$ cat config.mk
export PLATFORM = sky130hd
export DESIGN_NAME = imem_loader_flat
export DESIGN_NICKNAME = d
export VERILOG_FILES = /design/src/rtl/imem_loader_pkg.sv /design/src/rtl/imem_loader_if.sv /design/src/rtl/imem_loader_sat_counter.sv /design/src/rtl/imem_loader.sv /design/src/flat_wrapper.sv
export SDC_FILE = /design/constraint.sdc
export NUM_CORES = 1
export LEC_CHECK = 0
export BUFFER_PORTS_ARGS = -buffer_cell sky130_fd_sc_hd__buf_4
export CORE_ASPECT_RATIO = 1.75
export CORE_MARGIN = 2
export CORE_UTILIZATION = 54
export DETAILED_ROUTE_END_ITERATION = 8
export GPL_ROUTABILITY_DRIVEN = 0
export PLACE_DENSITY = 0.88
export SLEW_MARGIN = 20
export SYNTH_ARGS = -nofsm -noshare
export SYNTH_HDL_FRONTEND = slang
export SYNTH_SLANG_ARGS = --single-unit
$ cat constraint.sdc
create_clock -name clk -period 3.5 [get_ports clk]
set_input_delay 0.525 -clock clk [delete_from_list [all_inputs] [get_ports clk]]
set_output_delay 0.525 -clock clk [all_outputs]
set_load 0.005 [all_outputs]
$ cat src/rtl/imem_loader_pkg.sv
// Shared types and default sizes for the instruction-memory boot/run sequencer.
package loader_pkg;
  localparam int D_DEF = 12;
  localparam int W_DEF = 9;
  localparam int C_DEF = 16;

  // PC value at which the core signals completion; never a program slot.
  localparam logic [D_DEF-1:0] DONE_ADDR = '1;

  typedef enum logic [1:0] {IDLE, LOAD, RUN, DONE} state_t;
endpackage

$ cat src/rtl/imem_loader_if.sv
// Word stream into the loader plus the instruction-memory write port it drives.
interface imem_loader_if #(
  parameter int D = loader_pkg::D_DEF,
  parameter int W = loader_pkg::W_DEF
);
  logic         in_valid;
  logic [W-1:0] in_data;
  logic         in_last;
  logic         in_ready;
  logic         imem_we;
  logic [D-1:0] imem_addr;
  logic [W-1:0] imem_wdata;

  modport master (output in_valid, in_data, in_last,
                  input  in_ready, imem_we, imem_addr, imem_wdata);
  modport slave  (input  in_valid, in_data, in_last,
                  output in_ready, imem_we, imem_addr, imem_wdata);
endinterface

$ cat src/rtl/imem_loader_sat_counter.sv
// Up-counter with synchronous clear that sticks at its maximum value.
module sat_counter #(
  parameter int WIDTH = 16
) (
  input  logic             clk,
  input  logic             reset,
  input  logic             clr,
  input  logic             en,
  output logic [WIDTH-1:0] q
);
  always_ff @(posedge clk) begin
    if (reset || clr)       q <= '0;
    else if (en && q != '1) q <= q + WIDTH'(1);
  end
endmodule

$ cat src/rtl/imem_loader.sv
// Boot/run sequencer: loads program words from address 0, releases the core, times it to done.
// Optional XOR checksum of loaded words under `LOADER_CKSUM_EN (cksum reads 0 otherwise).
module imem_loader
  import loader_pkg::*;
#(
  parameter int D = D_DEF,
  parameter int W = W_DEF,
  parameter int C = C_DEF
) (
  input  logic         clk,
  input  logic         reset,
  input  logic         load_start,
  imem_loader_if.slave bus,
  output logic         core_reset,
  input  logic         core_done,
  output logic [D-1:0] prog_len,
  output logic [C-1:0] run_cycles,
  output logic         finished,
  output logic         error,
  output logic [W-1:0] cksum
);
  localparam logic [D-1:0] SENTINEL = '1;
  localparam logic [D-1:0] LAST_WR  = SENTINEL - D'(1);

  state_t       state, state_nx;
  logic [D-1:0] wr_ptr;
  logic         xfer, start_ok, cnt_en;

  always_ff @(posedge clk) begin
    if (reset) state <= IDLE;
    else       state <= state_nx;
  end

  always_comb begin
    state_nx      = state;
    bus.in_ready  = 1'b0;
    bus.imem_we   = 1'b0;
    core_reset    = 1'b1;
    finished      = 1'b0;
    start_ok      = 1'b0;
    cnt_en        = 1'b0;
    xfer          = 1'b0;
    case (state)
      IDLE: if (load_start) begin
        start_ok = 1'b1;
        state_nx = LOAD;
      end
      LOAD: begin
        bus.in_ready = 1'b1;
        xfer         = bus.in_valid;
        bus.imem_we  = xfer;
        if (xfer) begin
          if (bus.in_last)            state_nx = RUN;
          else if (wr_ptr == LAST_WR) state_nx = IDLE;  // next slot is the done sentinel
        end
      end
      RUN: begin
        core_reset = 1'b0;
        if (core_done) state_nx = DONE;
        else           cnt_en   = 1'b1;
      end
      DONE: begin
        finished = 1'b1;
        if (load_start) begin
          start_ok = 1'b1;
          state_nx = LOAD;
        end
      end
      default: state_nx = IDLE;
    endcase
  end

  assign bus.imem_addr  = wr_ptr;
  assign bus.imem_wdata = bus.in_data;

  always_ff @(posedge clk) begin
    if (reset) begin
      wr_ptr   <= '0;
      prog_len <= '0;
      error    <= 1'b0;
    end else if (start_ok) begin
      wr_ptr <= '0;
      error  <= 1'b0;
    end else if (xfer) begin
      wr_ptr <= wr_ptr + D'(1);
      if (bus.in_last)            prog_len <= wr_ptr + D'(1);
      else if (wr_ptr == LAST_WR) error    <= 1'b1;
    end
  end

`ifdef LOADER_CKSUM_EN
  always_ff @(posedge clk) begin
    if (reset || start_ok) cksum <= '0;
    else if (xfer)         cksum <= cksum ^ bus.in_data;
  end
`else
  assign cksum = '0;
`endif

  sat_counter #(.WIDTH(C)) u_run_cnt (
    .clk   (clk),
    .reset (reset),
    .clr   (start_ok),
    .en    (cnt_en),
    .q     (run_cycles)
  );
endmodule

$ cat src/flat_wrapper.sv
// flat-port wrapper written by rule: the top's interface ports become plain ports
module imem_loader_flat import loader_pkg::*;
#(
  parameter int D = D_DEF,
  parameter int W = W_DEF,
  parameter int C = C_DEF
)
  (clk, reset, load_start, core_reset, core_done, prog_len, run_cycles, finished, error, cksum, bus_in_valid, bus_in_data, bus_in_last, bus_in_ready, bus_imem_we, bus_imem_addr, bus_imem_wdata);
  imem_loader_if #(.D(D), .W(W)) bus_i ();
  input  logic clk;
  input  logic reset;
  input  logic load_start;
  output logic core_reset;
  input  logic core_done;
  output logic [D-1:0] prog_len;
  output logic [C-1:0] run_cycles;
  output logic finished;
  output logic error;
  output logic [W-1:0] cksum;
  input wire logic [$bits(bus_i.in_valid)-1:0] bus_in_valid;
  input wire logic [$bits(bus_i.in_data)-1:0] bus_in_data;
  input wire logic [$bits(bus_i.in_last)-1:0] bus_in_last;
  output wire logic [$bits(bus_i.in_ready)-1:0] bus_in_ready;
  output wire logic [$bits(bus_i.imem_we)-1:0] bus_imem_we;
  output wire logic [$bits(bus_i.imem_addr)-1:0] bus_imem_addr;
  output wire logic [$bits(bus_i.imem_wdata)-1:0] bus_imem_wdata;
  assign bus_i.in_valid = bus_in_valid;
  assign bus_i.in_data = bus_in_data;
  assign bus_i.in_last = bus_in_last;
  assign bus_in_ready = bus_i.in_ready;
  assign bus_imem_we = bus_i.imem_we;
  assign bus_imem_addr = bus_i.imem_addr;
  assign bus_imem_wdata = bus_i.imem_wdata;
  imem_loader #(.D(D), .W(W), .C(C)) u_core (.clk(clk), .reset(reset), .load_start(load_start), .bus(bus_i), .core_reset(core_reset), .core_done(core_done), .prog_len(prog_len), .run_cycles(run_cycles), .finished(finished), .error(error), .cksum(cksum));
endmodule
==> results.tsv <==
stage	metric	value	unit
sta	clock skew	9.71	ps
place	number of port buffers	50	
global_route	largest net degree at the start of global routing	27	
sta	Hold Slack	500	ps
critical_path	R2R setup slack	1260	ps
sta	Final Hold Fails	0	
detailed_routing	Via Count	2017	
sta	max frequency	0.447	GHz
synth	ys async rst share	0	
die	die height	91.5	um
critical_path	Critical Path RT	3740	ps
place	pre-CTS WS	1260	ps
detailed_routing	DRC	0	
sta	final worst setup slack	1260	ps
sta	Slew @ Worst Pin	993	ps
critical_path	CP startpoint kind	register	
critical_path	crit end category	register	
sta	Final Critical Period	2240	ps
min_path	WHS Path Cells	2	
pwr	Max IR drop VDD	325	uV
clock_network	post-CTS setup buffers	0	
critical_path	r2r startpoint	u_core.state[0]	
sta	setup tns final	0	ps
synth	predominant post-synthesis flop cell	dfxtp_1	
detailed_routing	Routed WL per cell	14.3	um
die	Initial Util	0.564	
sta	max-slew violations	0	
global_route	initial antenna violation count	0	
final_layout	antenna cells	0	
clock_network	H-tree Lvls	2	
critical_path	WS Path Type	reg2reg	
final_layout	Area Overhead vs Synth	14.7	%
synth	Mapped Area	0.00236	mm2
pwr	part of the power in combinational logic	0.250	
synth	area share of the largest cell type after synthesis	0.364	
place	number of placed instances with taps included	339	
sta	RSZ-0062 raised after global routing	no	
critical_path	CP arrival	2480	ps
global_route	vias in the first global route	1864	
die	die footprint	0.00494	mm2
pwr	power per cell area	420	mW/mm2
pwr	Pleak	1.06	nW
final_layout	Nets	319	
critical_path	worst r2r dst	u_core.u_run_cnt.q[6]	
min_path	hold path start	u_core.prog_len[8]	
die	Core Footprint	0.00419	mm2
pwr	switch share	0.310	
clock_network	CTS tree	built	
clock_network	clk buf depth	2	
detailed_routing	Detailed Route WL	4970	um
critical_path	worst-path maximum fanout	26	
clock_network	clock sinks	43	
pwr	Int Pwr	0.000785	W
global_route	gr usage total	0.212	
synth	Synth warnings	0	
synth	Synth Register Bits	43	
clock_network	TritonCTS Buffers	5	
final_layout	most frequent cells in the layout	buf_4 (50), dfxtp_1 (43), nor2_1 (27)	
clock_network	PostCTS Resize Cnt	0	
min_path	Hold Crit Class	reg2reg	
synth	Synth Area per Inst	8.99	um2
pwr	Seq pwr share	0.486	
status	run status	completed	
synth	EDFF count, synth	0	
synth	Yosys cell types	52	
sta	Slew HR	0.338	
synth	largest cells by area after synthesis	dfxtp_1 (36%), buf_4 (6.4%), a211oi_1 (4.4%), nor2_1 (4.3%), ha_1 (3.7%)	
pwr	Clk pwr share	0.264	
detailed_routing	drt pass-1 iters	4	
sta	Final Cycle Share	0.639	
detailed_routing	DR iter-0 viols	41	
synth	Post-Synthesis Cells	263	
global_route	grt total ovfl	0	
final_layout	most common cell after layout, fill and taps aside	buf_4	
place	hpwl dp	3670	um
final_layout	share of cells above drive strength 1	0.258	
flow_run	Max Cap Viol	0	
die	row cnt	31	
detailed_routing	vias per inst	5.81	
min_path	Worst Hold End	u_core.prog_len[8]	
global_route	global-route wire length before repair	8130	um
synth	sequential fraction of the synthesis area	0.364	
pwr	Sw Pwr	0.000353	W
clock_network	hold-fix buffer count after cts	0	
critical_path	CP startpoint	u_core.state[0]	
clock_network	Reg clk slew, reported paths	80	ps
clock_network	Clock Latency Late Sink	290	ps
detailed_routing	ANT nets after route	0	
final_layout	Non-Filler Instances	347	
sta	Finish-stage setup viols	0	
critical_path	R2R depth	6	
synth	area leader, netlist	dfxtp_1	
die	Ports	78	
die	Die Wd	54.0	um
clock_network	Root Buffer	clkbuf_8	
==> registers in the layout, summed over array words and instances, names as in the netlist <==
signal,cells
u_core.bus.imem_addr,12
u_core.error,1
u_core.prog_len,12
u_core.state,2
u_core.u_run_cnt.q,16
==> worst max path at each step <==
stage,slack (ps),to
after floorplan,1880,u_core.u_run_cnt.q[6]
after global placement,1340,u_core.u_run_cnt.q[6]
after detailed placement,1260,u_core.u_run_cnt.q[6]
after CTS,1250,u_core.u_run_cnt.q[6]
after global routing,1070,u_core.u_run_cnt.q[6]
final,1260,u_core.u_run_cnt.q[6]
==> power groups by stage <==
| stage | Sequential [W] | Clock (W) | Combinational [W] |
|---|---|---|---|
| final | 0.000554 | 0.000300 | 0.000285 |
| after global routing | 0.000558 | 0.000323 | 0.000322 |
| after CTS | 0.000553 | 0.000308 | 0.000286 |
| after detailed placement | 0.000565 | 0 | 0.000284 |
| after global placement | 0.000562 | 0 | 0.000276 |
| after floorplan | 0.000560 | 0 | 0.000204 |
==> critical path: stages, from the launching register on <==
cell and delay, ps:
dfxtp_1 410, inv_1 70, ha_1 320, nand2_1 90
nand2b_1 510, or4_1 700, nand2_1 80
==> cell usage after synthesis (2+ instances only) <==
cell,n
dfxtp_1,43
nor2_1,27
buf_4,20
a211oi_1,14
a21oi_1,12
nand2_1,12
nand3_1,12
xnor2_1,10
xor2_1,9
inv_1,8
ha_1,7
o21ai_0,6
buf_2,5
nand4_1,5
nor3_1,5
or3_1,5
clkbuf_1,4
nor3_2,4
o31ai_1,4
or4_1,4
a31oi_1,3
nor4_1,3
o211ai_1,3
o41ai_1,3
a311oi_1,2
and4_1,2
clkbuf_2,2
nand2_2,2
nand2b_1,2
nand4_4,2
o311ai_0,2
==> through the flow <==
step,util,instance area (um2),power (W)
after floorplan,-,2390,0.000764
after global placement,0.628,2630,0.000838
after detailed placement,0.628,2630,0.000849
after CTS,0.647,2710,0.00115
after global routing,0.647,2710,0.00120
final,0.647,2710,0.00114
==> cell families (layout without fill, tap and decap cells) <==
logic type / count (synthesis) / in the layout / synth area share
adders and majority gates: 7 / 7 / 0.0371
and+or+nand+nor: 98 / 98 / 0.260
AOI/OAI and AO/OA: 54 / 54 / 0.164
xor gates and xnor gates: 19 / 19 / 0.0704
buffers and inverters: 40 / 67 / 0.0990
DFF: 43 / 43 / 0.364
other: 1 / 9 / 0.00159
muxes: 1 / 1 / 0.00424
==> metal layers <==
metal / GRT usage / up-vias / part of all wire
met4: 0.110 / 0 / 0.035
li1: - / 997 / -
met1: 0.217 / 949 / 0.39
met3: 0.0411 / 19 / 0.042
met5: 0 / - / 0
met2: 0.380 / 52 / 0.53
==> final cells by class <==
cell class                 instances  area (um2)
clock inverter                     1        5.00
fill                             353        1480
sequential                        43         861
multi-input combinational        188        1300
tap                               49        61.3
timing repair buffer              50         375
clock buffer                       7        76.3
inverter                           9        33.8
(Power assumes the default switching activity.)
